==> src/rtl/demux_pkg.sv <==
// ============================================================================
// Module : demux_pkg
// Brief  : Shared state, mode and channel encodings for the demux scheduler.
// Rev    : 1.0
// ============================================================================
`default_nettype none

package demux_pkg;

  typedef enum logic {
    ST_IDLE = 1'b0,
    ST_HOLD = 1'b1
  } state_t;

  localparam logic MODE_DIR = 1'b0;
  localparam logic MODE_RR  = 1'b1;

  localparam logic [1:0] CH_A = 2'd0;
  localparam logic [1:0] CH_B = 2'd1;
  localparam logic [1:0] CH_C = 2'd2;
  localparam logic [1:0] CH_D = 2'd3;

  // Channel advance with natural 2-bit wrap (d -> a).
  function automatic logic [1:0] next_ch(input logic [1:0] ch);
    return ch + 2'd1;
  endfunction

endpackage

`default_nettype wire

==> src/rtl/demux_4xnbit.sv <==
// ============================================================================
// Module : demux_4xnbit
// Brief  : 4-way n-bit demultiplexer; unselected or disabled outputs are zero.
// Rev    : 1.0
// ============================================================================
`default_nettype none

module demux_4xnbit
  import demux_pkg::*;
#(
  parameter int n = 8
) (
  input  logic [1:0]   sel,
  input  logic         en,
  input  logic [n-1:0] din,
  output logic [n-1:0] out_a,
  output logic [n-1:0] out_b,
  output logic [n-1:0] out_c,
  output logic [n-1:0] out_d
);

  always_comb begin
    out_a = '0;
    out_b = '0;
    out_c = '0;
    out_d = '0;
    if (en) begin
      case (sel)
        CH_A:    out_a = din;
        CH_B:    out_b = din;
        CH_C:    out_c = din;
        default: out_d = din;
      endcase
    end
  end

endmodule

`default_nettype wire

==> src/rtl/sched_timeout_cnt.sv <==
// ============================================================================
// Module : sched_timeout_cnt
// Brief  : Stall timer; pulses expire in the TIMEOUT-th consecutive stall cycle.
// Rev    : 1.0
// ============================================================================
`default_nettype none

module sched_timeout_cnt #(
  parameter int TIMEOUT = 16
) (
  input  logic clk,
  input  logic rst,
  input  logic clr,
  input  logic stall,
  output logic expire
);

  localparam int CNTW = $clog2(TIMEOUT) + 1;

  generate
    if (TIMEOUT > 0) begin : g_timer
      localparam logic [CNTW-1:0] c_last = CNTW'(TIMEOUT - 1);
      localparam logic [CNTW-1:0] c_one  = CNTW'(1);

      logic [CNTW-1:0] r_cnt;

      assign expire = stall && (r_cnt == c_last);

      always_ff @(posedge clk) begin
        if (rst) begin
          r_cnt <= '0;
        end else if (clr || expire) begin
          r_cnt <= '0;
        end else if (stall) begin
          r_cnt <= r_cnt + c_one;
        end
      end
    end else begin : g_no_timer
      // A zero limit means the scheduler waits on a stalled sink forever.
      assign expire = 1'b0;
    end
  endgenerate

endmodule

`default_nettype wire

==> src/rtl/demux_4xnbit_sched.sv <==
// ============================================================================
// Module : demux_4xnbit_sched
// Brief  : Single-word valid/ready sequencer driving a 4-way demux bus with
//          directed or round-robin channel selection and stall skipping.
// Rev    : 1.0
// ============================================================================
`default_nettype none

module demux_4xnbit_sched
  import demux_pkg::*;
#(
  parameter int n       = 8,
  parameter int TIMEOUT = 16,
  parameter int CW      = 8
) (
  input  logic          clk,
  input  logic          rst,
  input  logic          mode,
  input  logic          in_valid,
  output logic          in_ready,
  input  logic [n-1:0]  in_data,
  input  logic [1:0]    in_dest,
  output logic [1:0]    sel,
  output logic [n-1:0]  out_data,
  output logic [3:0]    out_valid,
  input  logic [3:0]    out_ready,
  output logic          busy,
  output logic [CW-1:0] skip_cnt
);

  localparam logic [CW-1:0] c_skip_one = CW'(1);

  state_t        r_state;
  logic [n-1:0]  r_data;
  logic [1:0]    r_sel;
  logic [1:0]    r_rr_ptr;
  logic          r_mode;
  logic [CW-1:0] r_skip;

  logic w_hold;
  logic w_sink_rdy;
  logic w_stall;
  logic w_expire;

  assign w_hold     = (r_state == ST_HOLD);
  assign w_sink_rdy = out_ready[r_sel];
  // Only round-robin words may time out; directed words wait indefinitely.
  assign w_stall    = w_hold && (r_mode == MODE_RR) && !w_sink_rdy;

  sched_timeout_cnt #(
    .TIMEOUT (TIMEOUT)
  ) u_timer (
    .clk    (clk),
    .rst    (rst),
    .clr    (!w_hold),
    .stall  (w_stall),
    .expire (w_expire)
  );

  always_ff @(posedge clk) begin
    if (rst) begin
      r_state  <= ST_IDLE;
      r_data   <= '0;
      r_sel    <= CH_A;
      r_rr_ptr <= CH_A;
      r_mode   <= MODE_DIR;
      r_skip   <= '0;
    end else begin
      case (r_state)
        ST_IDLE: begin
          if (in_valid) begin
            r_data  <= in_data;
            r_sel   <= (mode == MODE_DIR) ? in_dest : r_rr_ptr;
            r_mode  <= mode;
            r_state <= ST_HOLD;
          end
        end
        ST_HOLD: begin
          if (w_sink_rdy) begin
            r_state <= ST_IDLE;
            if (r_mode == MODE_RR) begin
              r_rr_ptr <= next_ch(r_sel);
            end
          end else if (w_expire) begin
            r_sel <= next_ch(r_sel);
            if (r_skip != '1) begin
              r_skip <= r_skip + c_skip_one;
            end
          end
        end
        default: r_state <= ST_IDLE;
      endcase
    end
  end

  // One-hot valid: a 1-bit demux of "held" steered by the select.
  demux_4xnbit #(
    .n (1)
  ) u_valid_dec (
    .sel   (r_sel),
    .en    (w_hold),
    .din   (1'b1),
    .out_a (out_valid[0]),
    .out_b (out_valid[1]),
    .out_c (out_valid[2]),
    .out_d (out_valid[3])
  );

  assign in_ready = !w_hold;
  assign busy     = w_hold;
  assign sel      = r_sel;
  assign out_data = r_data;
  assign skip_cnt = r_skip;

endmodule

`default_nettype wire

==> config.mk <==
export PLATFORM = sky130hd
export DESIGN_NAME = demux_4xnbit_sched
export DESIGN_NICKNAME = d
export VERILOG_FILES = /design/src/rtl/demux_pkg.sv /design/src/rtl/demux_4xnbit.sv /design/src/rtl/sched_timeout_cnt.sv /design/src/rtl/demux_4xnbit_sched.sv
export SDC_FILE = /design/constraint.sdc
export NUM_CORES = 1
export LEC_CHECK = 0
export ABC_AREA = 1
export CAP_MARGIN = 20
export CORE_ASPECT_RATIO = 0.75
export CORE_UTILIZATION = 39
export CTS_BUF_LIST = sky130_fd_sc_hd__clkbuf_8
export DETAILED_ROUTE_END_ITERATION = 6
export PLACE_DENSITY = 0.68
export SETUP_SLACK_MARGIN = 0.5
export SLEW_MARGIN = 25
export SYNTH_ARGS = -nofsm -noshare
export SYNTH_HDL_FRONTEND = slang
export SYNTH_SLANG_ARGS = --single-unit
==> constraint.sdc <==
create_clock -name clk -period 1.9 [get_ports clk]
set_clock_uncertainty 0.15 [all_clocks]
set_input_delay 0.475 -clock clk [delete_from_list [all_inputs] [get_ports clk]]
set_output_delay 0.475 -clock clk [all_outputs]
set_load 0.1 [all_outputs]
=== Word-level counts from Yosys, hierarchy flattened ===
Index checks and enable logic that the tools add are counted.
W data, S select, Z words.

* Register bits after elaboration: 27
* Latch bits: 0
* RAM bits: 0
* Memory bits (read-only): 0
* Output and inout port bits: 24
* Memories kept: 0

* Add/sub/neg operators: 3
* Multiply operators: 0
* Div/mod/pow operators: 0
* $lt $le $gt $ge: 1
* Equal/unequal tests: 7
* Shifts and indexed selects: 0
* Multiplexer cells: 18
* Bitwise gates (word level): 2
* Reduce and logical (&&, ||, !) cells: 13

{| class="wikitable"
|+ Operators by type and width
! operator !! count
|-
| $mux W1 || 11
|-
| $add A8 B1 Y8 const B || 1
|-
| $mux W2 || 4
|-
| $ne A8 B8 Y1 const B || 1
|-
| $reduce_and A3 Y1 || 2
|-
| $add A5 B1 Y5 const B || 1
|-
| $eq A5 B4 Y1 const B || 1
|-
| $ne A2 B2 Y1 const B || 2
|-
| $pmux W2 S2 || 1
|-
| $reduce_and A4 Y1 || 1
|-
| $logic_and A1 B1 Y1 || 3
|-
| $lt A2 B3 Y1 const B || 1
|-
| $reduce_or A3 Y1 || 1
|-
| $add A2 B1 Y2 const B || 1
|-
| $bmux W1 S2 || 1
|-
| $eq A2 B1 Y1 const B || 1
|-
| $eq A2 B2 Y1 const B || 1
|-
| $logic_not A1 Y1 || 2
|-
| $logic_not A2 Y1 || 1
|-
| $ne A2 B1 Y1 const B || 1
|-
| $not A1 Y1 || 2
|-
| $pmux W1 S2 || 1
|-
| $reduce_and A2 Y1 || 1
|-
| $reduce_or A2 Y1 || 1
|-
| $logic_or A1 B1 Y1 || 1
|}

=== Depth between registers and ports, before layout ===
Gate-level depths: netlist of the first run.

* Depth after elaboration: 8
* Depth in mapped cells: 9

=== Cells and area by module ===
Synthesis of the first run repeated with hierarchy kept, for this count alone.

* Cells, all modules: 215
* Area, all modules: 1435.1 µm²

{| class="wikitable"
|+ By module, submodules not included
! module !! times used !! cells an instance !! area each (µm²)
|-
| demux_4xnbit_sched || 1 || 170 || 1141.1
|-
| sched_timeout_cnt || 1 || 34 || 252.7
|-
| demux_4xnbit || 1 || 11 || 41.3
|}

=== Worst setup path before layout of the first run ===
Ideal clock, no wire load.

* Path type: register -> output
* From: reg r_sel[1] (netlist: sel[1])
* To: out out_valid[1]
* Data arrival time: 1.764 ns
* Data required time: 1.275 ns
* Setup slack: -0.489 ns
* Stages on the path, launching flop included: 6
* Path buffers: 1
* Cells stage by stage: dfxtp_1 > inv_1 > ha_1 > nand2_1 > inv_1 > buf_4

* Cells in the longest elaborated chain, start to end: 3

{| class="wikitable"
|+ RTL lines
! what !! line !! source
|-
| from (decl) || demux_4xnbit_sched.sv:35 || <nowiki>logic [1:0] r_sel;</nowiki>
|-
| from (signal assigned) || demux_4xnbit_sched.sv:73 || <nowiki>r_sel <= (mode == MODE_DIR) ? in_dest : r_rr_ptr;</nowiki>
|-
| from (signal assigned) || demux_4xnbit_sched.sv:85 || <nowiki>r_sel <= next_ch(r_sel);</nowiki>
|-
| $eq A2 B1 Y1 || demux_4xnbit.sv:28 || <nowiki>case (sel)</nowiki>
|-
| $mux W1 || demux_4xnbit.sv:28 ||
|-
| $mux W1 || demux_4xnbit.sv:27 || <nowiki>if (en) begin</nowiki>
|-
| to (decl) || demux_4xnbit_sched.sv:25 || <nowiki>output logic [3:0] out_valid,</nowiki>
|}

No other way between the ends.

=== Worst setup path after layout of the first run ===
* From: reg r_sel[0] (netlist: sel[0])
* To: reg r_skip[4] (netlist: skip_cnt[4])

* Cells in the longest elaborated chain, start to end: 6

{| class="wikitable"
|+ RTL lines
! what !! line !! source
|-
| $bmux W1 S2 (*) || demux_4xnbit_sched.sv:46 || <nowiki>assign w_sink_rdy = out_ready[r_sel];</nowiki>
|-
| $mux W1 (not written as such) (*) || demux_4xnbit_sched.sv:46 ||
|-
| $logic_not A1 Y1 || demux_4xnbit_sched.sv:48 || <nowiki>assign w_stall = w_hold && (r_mode == MODE_RR) && !w_sink_rdy;</nowiki>
|-
| $logic_and A1 B1 Y1 || demux_4xnbit_sched.sv:48 ||
|-
| $logic_and A1 B1 Y1 || sched_timeout_cnt.sv:27 || <nowiki>assign expire = stall && (r_cnt == c_last);</nowiki>
|-
| $reduce_and A4 Y1 (no source line) (*) || n/a ||
|-
| to (signal assigned) || demux_4xnbit_sched.sv:87 || <nowiki>r_skip <= r_skip + c_skip_one;</nowiki>
|-
| to (decl) || demux_4xnbit_sched.sv:38 || <nowiki>logic [CW-1:0] r_skip;</nowiki>
|}

Mark *: on every way between the ends. The rest lies on a longest branch, timed or not. The select of a mux whose other input is x is not followed.
A chain may end at the register's enable or synchronous reset.

==> flow_summary_export.csv, run 1 <==
group,metric,value,unit
setup_path,crit_end,"skip_cnt[4]$_SDFFE_PP0P_",
job,max_cap_violations,0,
grt,antenna_found_initial,0,
layout,final_nets,297,
place,dpl_worst_slack,0.00540,ns
logic_synthesis,ys_top_cells_by_count,"nand2_1 (42), dfxtp_1 (27), nor2_1 (27)",
setup_path,critPathKind,"reg2reg",
logic_synthesis,synthAdderAreaFrac,0.0631,
floorplan,initial_utilization,0.417,
logic_synthesis,netlist-cell-type-count,21,
cts,max-clock-path-buffers,2,
detailed_routing,via_count,1604,
power,leakage,0.00112,uW
cts,cts-root-buf,"clkbuf_8",
setup_path,arrival,1.89,ns
setup_path,reg2reg_slack,0.04,ns
floorplan,core-area,0.00333,mm^2
grt,grt_use_total,0.231,
status,status,"finished, final reports clean",
sta,drv_slew,0,
sta,setup_tns,0,ns
floorplan,placementRows,18,
cts,clk_pin_slew_worst_paths,0.10,ns
logic_synthesis,synth_compound_area_frac,0.119,
logic_synthesis,synth_area_leader_cell,"dfxtp_1",
cts,numCtsBuffers,3,
sta,relSlewSlack,0.832,
setup_path,endpoint_kind,"register",
logic_synthesis,synth-xor-area-share,0.0505,
detailed_routing,wl,4960,um
setup_path,start_kind,"register",
logic_synthesis,synth_warnings,0,
grt,grt_max_degree,17,
setup_path,cp-startpoint,"sel[0]$_SDFFE_PP0P_",
logic_synthesis,synthArstFlopShare,0,
logic_synthesis,ys_ff_latch,27,
logic_synthesis,synth_top_family_by_area,"simple AND/OR/NAND/NOR gates",
power,cellPowerDensity,566,mW/mm^2
sta,worst-slew-pin-transition,0.251,ns
setup_path,critPathRequiredTime,1.93,ns
cts,htree_levels,1,
sta,setup_viol,0,
sta,fmaxAchievable,536,MHz
setup_path,ff2ff_path_depth,10,
logic_synthesis,syn_nets,215,
detailed_routing,routed_via_density,5.16,
power,power,1550,uW
min_path,whs_path_depth,2,
logic_synthesis,synth_top_area_frac,0.389,
layout,syn_to_final_growth,97.6,%
logic_synthesis,ys_seq_area_frac,0.389,
detailed_routing,ant_nets,0,
layout,final_util,0.823,
floorplan,pin_count,42,
logic_synthesis,syn_avg_cell_area,7.31,um^2
place,place_congestion,0.744,
min_path,hp-class,"reg2reg",
grt,grt_pass1_vias,1457,
detailed_routing,firstDrtPassIters,5,
logic_synthesis,synth.mux.area_fraction,0,
place,portBuffers,41,
sta,holdWs,0.316,ns
layout,drive_above_1_share,0.550,
sta,fin_ws,0.0353,ns
logic_synthesis,synth_edf_count,0,
sta,period_share,0.981,
setup_path,worst_r2r_endpoint,"skip_cnt[4]$_SDFFE_PP0P_",
setup_path,worstReg2RegStart,"sel[0]$_SDFFE_PP0P_",
logic_synthesis,synth_ff_type,"dfxtp_1",
logic_synthesis,syn-cell-area,0.00139,mm^2
floorplan,die_w,70.9,um
logic_synthesis,synth_area_leaders,"dfxtp_1 (39%), nand2_1 (11%), nor2_1 (7.3%), o21ai_0 (6.5%), ha_1 (6.3%)",
power,ir_worst_vdd,0.488,mV
setup_path,critPathMaxFanout,8,
min_path,hp-start,"r_rr_ptr[1]$_SDFFE_PP0P_",
sta,min_period,1.86,ns
detailed_routing,avgRoutedWirePerCell,15.9,um
floorplan,dieArea,0.00381,mm^2
grt,grt_pass1_wl,6690,um
detailed_routing,drt_iter0_drc,58,
logic_synthesis,synthSimpleGateAreaFrac,0.286,
logic_synthesis,synth.most_common_cell,"nand2_1",
layout,antenna_cells,0,
place,post-dp-hpwl,2510,um
cts,insertion_delay,0.28,ns
cts,cts_tree,"yes",
grt,grt.overflow.total,0,
cts,cts.sinks,27,
floorplan,die_height,53.7,um
detailed_routing,drc,0,
sta,grt_setup_unrepaired,"true",
logic_synthesis,synth_cells,190,
cts,cts_hold_buf,0,
sta,hold_viol_final,0,
[flip-flops by register name, summed over array words and instances (netlist names)]
register / count
out_data: 8
skip_cnt: 8
u_timer.g_timer.r_cnt: 5
r_rr_ptr: 2
sel: 2
busy: 1
r_mode: 1
[power by group]
| part | switching, uW | leakage, uW | internal, uW | total, uW |
|---|---|---|---|---|
| combinational | 347 | 0.000871 | 252 | 599 |
| clock | 190 | 0.0000217 | 149 | 339 |
| sequential | 34.0 | 0.000232 | 581 | 615 |
[cells by family (layout without fill, tap and decap cells)]
logic type      count (synthesis)  in the layout
simple gates                   86             86
compound gates                 33             33
buf+inv                        29            110
flops                          27             27
xor+xnor                        8              8
fa+ha+maj                       7              7
[critical path, stage by stage, from the launching register on]
cell and delay, ns:
dfxtp_4 0.40, buf_4 0.15, buf_4 0.13, nand2_1 0.06, nand3_2 0.10, nand2_4 0.12, buf_4 0.12, nand4_1 0.16
buf_6 0.21, nand2_1 0.10, a21oi_2 0.06
[placed cells by master (no fill, tap or decap), types with 5 or more instances in the layout]
cell type / n
a21oi_2: 5
dfxtp_2: 10
clkdlybuf4s50_1: 12
o21ai_1: 8
nand2_1: 25
dfxtp_1: 6
o21ai_0: 8
inv_1: 9
dfxtp_4: 11
xor2_1: 6
inv_2: 7
buf_12: 24
ha_4: 6
a21oi_1: 10
buf_6: 12
buf_4: 32
nor2_1: 25
nand2_2: 15
[repair_timing]
item,in CTS,in global routing
setup endpoints to repair,50,49
setup buffers,26,12
gates cloned,0,0
gates resized for setup,41,38
pin swaps,14,9
[cell type report]
class	count	area (um^2)
multi-input combinational	134	930
tap	40	50.0
clock inverter	1	7.51
sequential	27	594
inverter	21	97.6
fill	185	589
clock buffer	3	41.3
timing repair buffer	85	1020
[stage by stage]
step | std cells | area, um^2
after floorplan | 190 | 1570
after global placement | 269 | 2210
after detailed placement | 269 | 2210
after CTS | 299 | 2530
after global routing | 311 | 2740
final | 311 | 2740
[routing by layer]
| layer | vias to the layer above | global-route usage | routed length, um |
|---|---|---|---|
| li1 | 764 | - | - |
| met1 | 751 | 0.255 | 2080 |
| met2 | 73 | 0.431 | 2400 |
| met4 | 0 | 0.0700 | 130 |
| met3 | 16 | 0.0805 | 350 |
| met5 | - | 0 | 0 |
[worst min-delay path by stage]
stage,endpoint
floorplan,r_rr_ptr[0]$_SDFFE_PP0P_
global placement,r_rr_ptr[1]$_SDFFE_PP0P_
detailed placement,r_rr_ptr[0]$_SDFFE_PP0P_
CTS,r_rr_ptr[0]$_SDFFE_PP0P_
global route,r_rr_ptr[1]$_SDFFE_PP0P_
finish,r_rr_ptr[1]$_SDFFE_PP0P_
(Power assumes the default switching activity.)
==> inputs of run 2 (changes only) <==
--- a/config.mk
+++ b/config.mk
@@ -12,6 +12,7 @@
 export CTS_BUF_LIST = sky130_fd_sc_hd__clkbuf_8
 export DETAILED_ROUTE_END_ITERATION = 6
 export PLACE_DENSITY = 0.68
+export REMOVE_ABC_BUFFERS = 1
 export SETUP_SLACK_MARGIN = 0.5
 export SLEW_MARGIN = 25
 export SYNTH_ARGS = -nofsm -noshare
==> constraint.sdc (replaced) <==
create_clock -name clk -period 2.2 [get_ports clk]
set_clock_uncertainty 0.15 [all_clocks]
set_input_delay 0.55 -clock clk [delete_from_list [all_inputs] [get_ports clk]]
set_output_delay 0.55 -clock clk [all_outputs]
set_load 0.1 [all_outputs]
==> run 2 against run 1 <==
The flow now finishes with violations (DRC). Total power fell by 20%. Core utilization fell by 13 points. Design area fell by 16%. Non-clock buffer count fell by 24. Sequential share of layout area rose by 2.6 points. Wire length fell by 32%. Cell count fell by 7.7%. Critical path depth fell by 5. First-iteration DRC count fell by 19%. Sequential power fell by 14%. Largest cell class is now multi-input combinational cells. Largest power group unchanged.
==> flow_summary_export.csv, run 2 (synthesized netlist as in run 1, its figures left out) <==
group,metric,value,unit
status,violations,"DRC",
cts,cts_tree,"yes",
cts,cts_hold_buf,0,
grt,antenna_found_initial,0,
setup_path,endpoint_kind,"primary output",
detailed_routing,wl,3380,um
layout,fin_area,0.00232,mm^2
sta,holdWs,0.315,ns
floorplan,die_height,53.7,um
sta,period_share,0.841,
power,switching_share,0.361,
power,p_int,798,uW
power,pwr-share-clk,0.237,
grt,grt.overflow.total,0,
layout,instances_no_fill,287,
floorplan,dieArea,0.00381,mm^2
grt,grt_max_degree,18,
power,seqPwrFrac,0.424,
floorplan,die_w,70.9,um
setup_path,critPathKind,"reg2out",
place,dpl.cell_count,268,
sta,worst-slew-pin-transition,0.272,ns
layout,layout_common_cells,"nor2_1 (26), nand2_1 (25), buf_4 (25)",
detailed_routing,via_count,1396,
sta,grt_setup_unrepaired,"true",
setup_path,critPathMaxFanout,5,
cts,cts.sinks,27,
grt,grt_pass1_vias,1204,
sta,drv_slew,0,
power,net-switching-power,450,uW
setup_path,start_kind,"register",
sta,fmaxAchievable,540,MHz
detailed_routing,routed_via_density,4.86,
sta,min_period,1.85,ns
min_path,hp-class,"reg2reg",
detailed_routing,firstDrtPassIters,6,
job,max_cap_violations,0,
cts,max-clock-path-buffers,2,
place,place_congestion,0.769,
layout,antenna_cells,0,
floorplan,placementRows,18,
cts,clk_pin_slew_worst_paths,0.10,ns
detailed_routing,avgRoutedWirePerCell,11.8,um
cts,htree_levels,1,
grt,grt_pass1_wl,5250,um
layout,syn_to_final_growth,66.8,%
sta,relSlewSlack,0.818,
power,leakage,0.000951,uW
detailed_routing,ant_nets,0,
layout,final_nets,273,
place,portBuffers,41,
floorplan,core-area,0.00333,mm^2
layout,drive_above_1_share,0.417,
floorplan,initial_utilization,0.417,
detailed_routing,drc,6,
grt,grt_use_total,0.180,
place,dpl_cell_area,0.00198,mm^2
cts,numCtsBuffers,3,
floorplan,pin_count,42,
sta,hold_viol_final,0,
layout,layout_commonest_cell,"nor2_1",
sta,setup_viol,0,
setup_path,critPathRequiredTime,1.50,ns
power,ir_worst_vdd,0.531,mV
status,status,"complete, but fails checks",
cts,insertion_delay,0.27,ns
cts,cts-root-buf,"clkbuf_8",
detailed_routing,drt_iter0_drc,47,
place,post-dp-hpwl,2140,um
power,cellPowerDensity,539,mW/mm^2
setup_path,arrival,1.15,ns
power,p_comb_frac,0.339,
[run 2: cell count changes in the layout (fill, tap and decap cells not counted), moves of 5 or more]
cell,delta
buf_12,-8
buf_4,-7
buf_6,-10
clkdlybuf4s50_1,+5
dfxtp_1,+10
dfxtp_4,-8
o21ai_0,+10
o21ai_1,-8
[run 2: cell type report]
| class | count | area (um^2) |
|---|---|---|
| timing repair buffer | 61 | 716 |
| fill | 290 | 1020 |
| tap | 40 | 50.0 |
| sequential | 27 | 562 |
| clock buffer | 3 | 41.3 |
| inverter | 21 | 86.3 |
| clock inverter | 1 | 8.76 |
| multi-input combinational | 134 | 853 |
[run 2: repair_timing]
item	CTS	global route
setup buffers	10	5
setup endpoints to repair	18	26
gates resized for setup	24	38
hold endpoints to repair	0	0
pin swaps	7	10
[run 2: worst max-delay path: stages (launching register included)]
cell and delay [ns]:
dfxtp_4 0.39, inv_4 0.09, ha_4 0.13, nand2_2 0.04
inv_2 0.06, buf_12 0.17
[run 2: through the flow]
step / setup WS (ns) / TNS [ns] / util / total power [uW]
2_1_floorplan: -0.495 / -6.96 / - / 771
3_3_place_gp: 0.141 / 0 / 0.593 / 894
3_5_place_dp: 0.112 / 0 / 0.593 / 896
4_1_cts: 0.353 / 0 / 0.651 / 1230
5_1_grt: 0.304 / 0 / 0.695 / 1310
6_report: 0.349 / 0 / 0.695 / 1250
[run 2: path summary, 6_finish.rpt]
| check | from | slack (ns) | depth (start not counted) | end |
|---|---|---|---|---|
| hold / removal | r_rr_ptr[1]$_SDFFE_PP0P_ | 0.32 | 2 | r_rr_ptr[1]$_SDFFE_PP0P_ |
| setup / recovery | sel[1]$_SDFFE_PP0P_ | 0.35 | 5 | out_valid[1] |
| hold reg to reg | r_rr_ptr[1]$_SDFFE_PP0P_ | 0.32 | 2 | r_rr_ptr[1]$_SDFFE_PP0P_ |
| setup reg to reg | sel[0]$_SDFFE_PP0P_ | 0.45 | 10 | skip_cnt[1]$_SDFFE_PP0P_ |
[run 2: layer usage]
layer	part of all wire	wire length (um)	vias up	global-route usage
li1	-	-	716	-
met1	0.48	1610	630	0.233
met2	0.45	1530	46	0.308
met3	0.061	207	4	0.0506
met4	0.010	34	0	0.0300
met5	0	0	-	0
[run 2: power groups by stage]
stage	clock (uW)	sequential, uW	combinational (uW)
floorplan	0	662	109
global route	327	532	449
finish	295	529	424
detailed placement	0	539	357
CTS	302	528	396
global placement	0	539	355
==> inputs of run 3 (changes only) <==
==> constraint.sdc (replaced) <==
create_clock -name clk -period 1.8 [get_ports clk]
set_clock_uncertainty 0.15 [all_clocks]
set_input_delay 0.45 -clock clk [delete_from_list [all_inputs] [get_ports clk]]
set_output_delay 0.45 -clock clk [all_outputs]
set_load 0.1 [all_outputs]
==> run 3 against run 2 <==
The run still ends with DRC left. Highest routed layer unchanged. Critical path depth fell by 1. Largest power group unchanged. Global-route usage rose by 3.2 points. Non-clock buffer count rose by 20. Critical path type unchanged. Core utilization rose by 13 points. Total power rose by 33%.
==> flow_summary_export.csv, run 3 (synthesized netlist as in run 1, its figures left out) <==
group,metric,value,unit
sta,relSlewSlack,0.754,
sta,drv_slew,0,
layout,layout_commonest_cell,"nand2_1",
job,max_cap_violations,0,
setup_path,start_kind,"register",
sta,min_period,1.76,ns
setup_path,path_delay_family,"flip-flops",
detailed_routing,wl,4010,um
setup_path,crit_chain,"ha_1 > nand2_1 > inv_2 > buf_12",
setup_path,critPathRequiredTime,1.20,ns
layout,drive_above_1_share,0.543,
power,ir_worst_vdd,0.440,mV
cts,cts.sinks,27,
grt,grt_max_degree,16,
sta,grt_setup_unrepaired,"true",
place,place_congestion,0.790,
detailed_routing,avgRoutedWirePerCell,13.1,um
layout,fin_area,0.00276,mm^2
floorplan,die_height,53.7,um
place,post-dp-hpwl,2280,um
power,switching_share,0.367,
layout,regArea,583,um^2
cts,max-clock-path-buffers,2,
setup_path,arrival,1.16,ns
status,status,"complete, but fails checks",
sta,fmaxAchievable,568,MHz
layout,syn_to_final_growth,98.5,%
power,p_int,1050,uW
place,dpl_cell_area,0.00215,mm^2
setup_path,critPathKind,"reg2out",
layout,final_nets,293,
sta,setup_viol,0,
power,power,1660,uW
place,portBuffers,41,
cts,htree_levels,1,
layout,fill_cells,204,
power,pwr-share-clk,0.216,
grt,grt_pass1_vias,1324,
detailed_routing,firstDrtPassIters,6,
layout,layout_common_cells,"nand2_1 (27), nor2_1 (25), buf_4 (25)",
cts,cts_tree,"yes",
detailed_routing,drc,6,
setup_path,critPathMaxFanout,4,
sta,setup_tns,0,ns
detailed_routing,via_count,1467,
cts,numCtsBuffers,3,
sta,fin_ws,0.0390,ns
power,cellPowerDensity,601,mW/mm^2
setup_path,cpPeakStageDelay,0.42,ns
power,p_comb_frac,0.391,
floorplan,dieArea,0.00381,mm^2
place,dpl_worst_slack,-0.0604,ns
cts,clk_pin_slew_worst_paths,0.10,ns
floorplan,core-area,0.00333,mm^2
floorplan,die_w,70.9,um
grt,antenna_found_initial,0,
layout,multi_input_area,965,um^2
grt,grt_use_total,0.211,
detailed_routing,drt_iter0_drc,71,
min_path,hp-class,"reg2reg",
status,violations,"DRC",
detailed_routing,ant_nets,0,
cts,insertion_delay,0.28,ns
power,seqPwrFrac,0.393,
detailed_routing,routed_via_density,4.78,
grt,grt_pass1_wl,6050,um
sta,period_share,0.978,
floorplan,pin_count,42,
layout,instances_no_fill,307,
sta,hold_viol_final,0,
floorplan,initial_utilization,0.417,
power,leakage,0.00119,uW
sta,worst-slew-pin-transition,0.368,ns
floorplan,placementRows,18,
layout,antenna_cells,0,
cts,cts-root-buf,"clkbuf_8",
grt,grt.overflow.total,0,
setup_path,cp_num_buf_inv,2,
setup_path,endpoint_kind,"primary output",
power,net-switching-power,608,uW
place,dpl.cell_count,277,
setup_path,slowest_stage,"dfxtp_4",
[run 3: cell types whose count changed in the layout (fill, tap and decap cells not counted), moves of 4 or more]
cell | previous run | this run
buf_6 | 2 | 14
dfxtp_1 | 16 | 5
o21ai_0 | 18 | 7
buf_12 | 16 | 24
dfxtp_2 | 8 | 16
o21ai_2 | 0 | 8
nand2_2 | 16 | 9
clkdlybuf4s50_1 | 17 | 12
nand2_4 | 3 | 7
[run 3: layer usage]
layer / vias up / track usage / wire, um
li1: 757 / - / -
met1: 664 / 0.251 / 1730
met2: 41 / 0.378 / 2010
met3: 5 / 0.0581 / 237
met4: 0 / 0.0700 / 44
met5: - / 0 / 0
[run 3: final timing paths]
kind                             from                       end  slack [ns]  cells after the start
max               sel[0]$_SDFFE_PP0P_              out_valid[3]        0.04                      4
min          r_rr_ptr[0]$_SDFFE_PP0P_  r_rr_ptr[0]$_SDFFE_PP0P_        0.31                      2
max reg2reg       sel[0]$_SDFFE_PP0P_  skip_cnt[3]$_SDFFE_PP0P_        0.10                      9
min reg2reg  r_rr_ptr[0]$_SDFFE_PP0P_  r_rr_ptr[0]$_SDFFE_PP0P_        0.31                      2
[run 3: final cells by class]
type	count	share of cell area
timing repair buffer	81	0.369
clock buffer	3	0.0150
sequential	27	0.212
tap	40	0.0182
multi-input combinational	134	0.350
clock inverter	1	0.00182
inverter	21	0.0350
[run 3: power by group through the flow]
stage	Combinational, uW	Sequential (uW)	Clock (uW)
2_1_floorplan	133	810	0
4_1_cts	586	649	363
6_report	647	651	358
3_3_place_gp	491	661	0
3_5_place_dp	494	661	0
5_1_grt	679	654	382
[run 3: repair_timing]
item                                    4_1_cts  5_1_grt
setup buffers                                20        6
hold buffers                                  0        0
cloned                                        0        0
resized for setup                            93       38
pin swaps                                    11       13
endpoints found under the setup margin       51       51
[run 3: worst reg2reg max path: cells and delay by family, from the launching register on]
kind	cells	cell delay, ns
AND/OR/NAND/NOR	6	0.70
flip-flops	1	0.39
buffers and inverters	2	0.24
AO/OA/AOI/OAI	1	0.14
[run 3: metrics by stage]
stage	hold WS (ns)	util
3_5_place_dp	0.295	0.644
2_1_floorplan	0.279	-
6_report	0.308	0.827
4_1_cts	0.309	0.773
3_3_place_gp	0.292	0.644
5_1_grt	0.330	0.827
==> RTL edit, RTL diff (flow settings as in run 1) <==
Put one more register stage on the output `skip_cnt`, with the module's reset. The value now appears one clock later. The other outputs are not delayed to match.
--- a/src/rtl/demux_4xnbit_sched.sv
+++ b/src/rtl/demux_4xnbit_sched.sv
@@ -111,5 +111,11 @@
   assign sel      = r_sel;
   assign out_data = r_data;
-  assign skip_cnt = r_skip;
+  always_ff @(posedge clk) begin
+    if (rst) begin
+      skip_cnt <= '0;
+    end else begin
+      skip_cnt <= r_skip;
+    end
+  end
 
 endmodule
Behaviour: same outputs for any inputs over 10 cycles, from zero or initial values and one cycle with rst high; that may be too few to reach the edited logic, so the function may still have changed.
==> RTL edit against run 1 <==
Sequential power is 30% higher; cell count is 4.8% higher; combinational power is 8.8% lower; first-iteration DRC count is 19% higher; total power is 24% higher; synthesized area is 16% higher; cell area is 2.2% higher; setup slack better by 0.054 ns; routed wire length is 17% lower; count of clock-buffer cells in the layout is 4 higher; sequential cell count is 8 higher; utilization is 8.6 points lower.
==> RTL edit: results <==
[global_routing]
grt_use_total_pct = 18.6
grt_pass1_vias = 1400
grt_max_degree = 16
grt_pass1_wl_um = 6220

[critical_path]
arrival_ns = 1.19
r2r_cells = 9
crit_family = "flip-flops"
reg2reg_slack_ns = 0.18
crit_fanout = 6
timing.rr.end = "r_skip[7]"

[clock_network]
path_clk_slew_ns = 0.07
cts.repair.resized = 15
htreeDepth = 2
cts_buffers = 5
cts_setup_buffers = 8

[logic_synthesis]
synth_adder_area_share_pct = 5.43
synthXorXnorAreaFrac_pct = 2.17
synth_commonest_cells = "nand2_1, nor2_1, dfxtp_1"
synth_area_leaders = "dfxtp_1, nand2_1, nor2_1, o21ai_0, inv_1"
synthCells = 216
yosysUniqueCellTypes = 23
ys_seq_area_share_pct = 43.4

[placement]
dp_hpwl_um = 2610
gp_congestion = 0.781
dp.cells = 303

[route]
wl_per_cell_um = 12.5
first_pass_iters = 4
vias = 1552

[final_layout]
multi_input_area_um2 = 968
n_clock_buffer = 7
buffers_excl_clock = 59
nMultiInputCombCells = 144
seq_area_um2 = 734
layout-drive-gt1-share_pct = 47.8
clk_share_pct = 3.57
fillers = 286
layout.nonclk_buf_share_pct = 29.0

[floorplanning]
initial_utilization_pct = 42.4
dieArea_um2 = 4400

[pwr]
peakVddDrop_mv = 0.524
leakage_nw = 1.11
comb_cell_power_uw = 546
p_int_mw = 1.31

[sta]
min_period_ns = 1.81
fin_hold_ws_ns = 0.321
slew_headroom_pct = 85.9

[worst_hold_path]
hold_start = "r_skip[1]"

[status]
outcome = "finished, final reports clean"
-- RTL edit: cell count changes after synthesis, sizes merged --
cell	change
xor2	-2
o21ai	+4
clkbuf	+2
inv	+7
dfxtp	+8
buf	-1
nor2	+12
nand2	-1
nor3	+2
xnor2	-2
a21oi	-3
-- RTL edit: cell families (layout without fill, tap and decap cells) --
kind of cell	Yosys count	count (layout)
buffers and inverters	37	95
xor gates and xnor gates	4	4
adders and majority gates	7	7
AOI/OAI and AO/OA	34	34
and+or+nand+nor	99	99
DFF	35	35
-- RTL edit: layer usage --
layer / track usage (%) / up-vias / share of wire, % / wire (µm)
met5: 0 / - / 0 / 0
met4: 9.89 / 0 / 2.2 / 89
met3: 6.46 / 9 / 5.6 / 228
met2: 29.5 / 37 / 47 / 1940
met1: 22.7 / 717 / 45 / 1830
li1: - / 789 / - / -
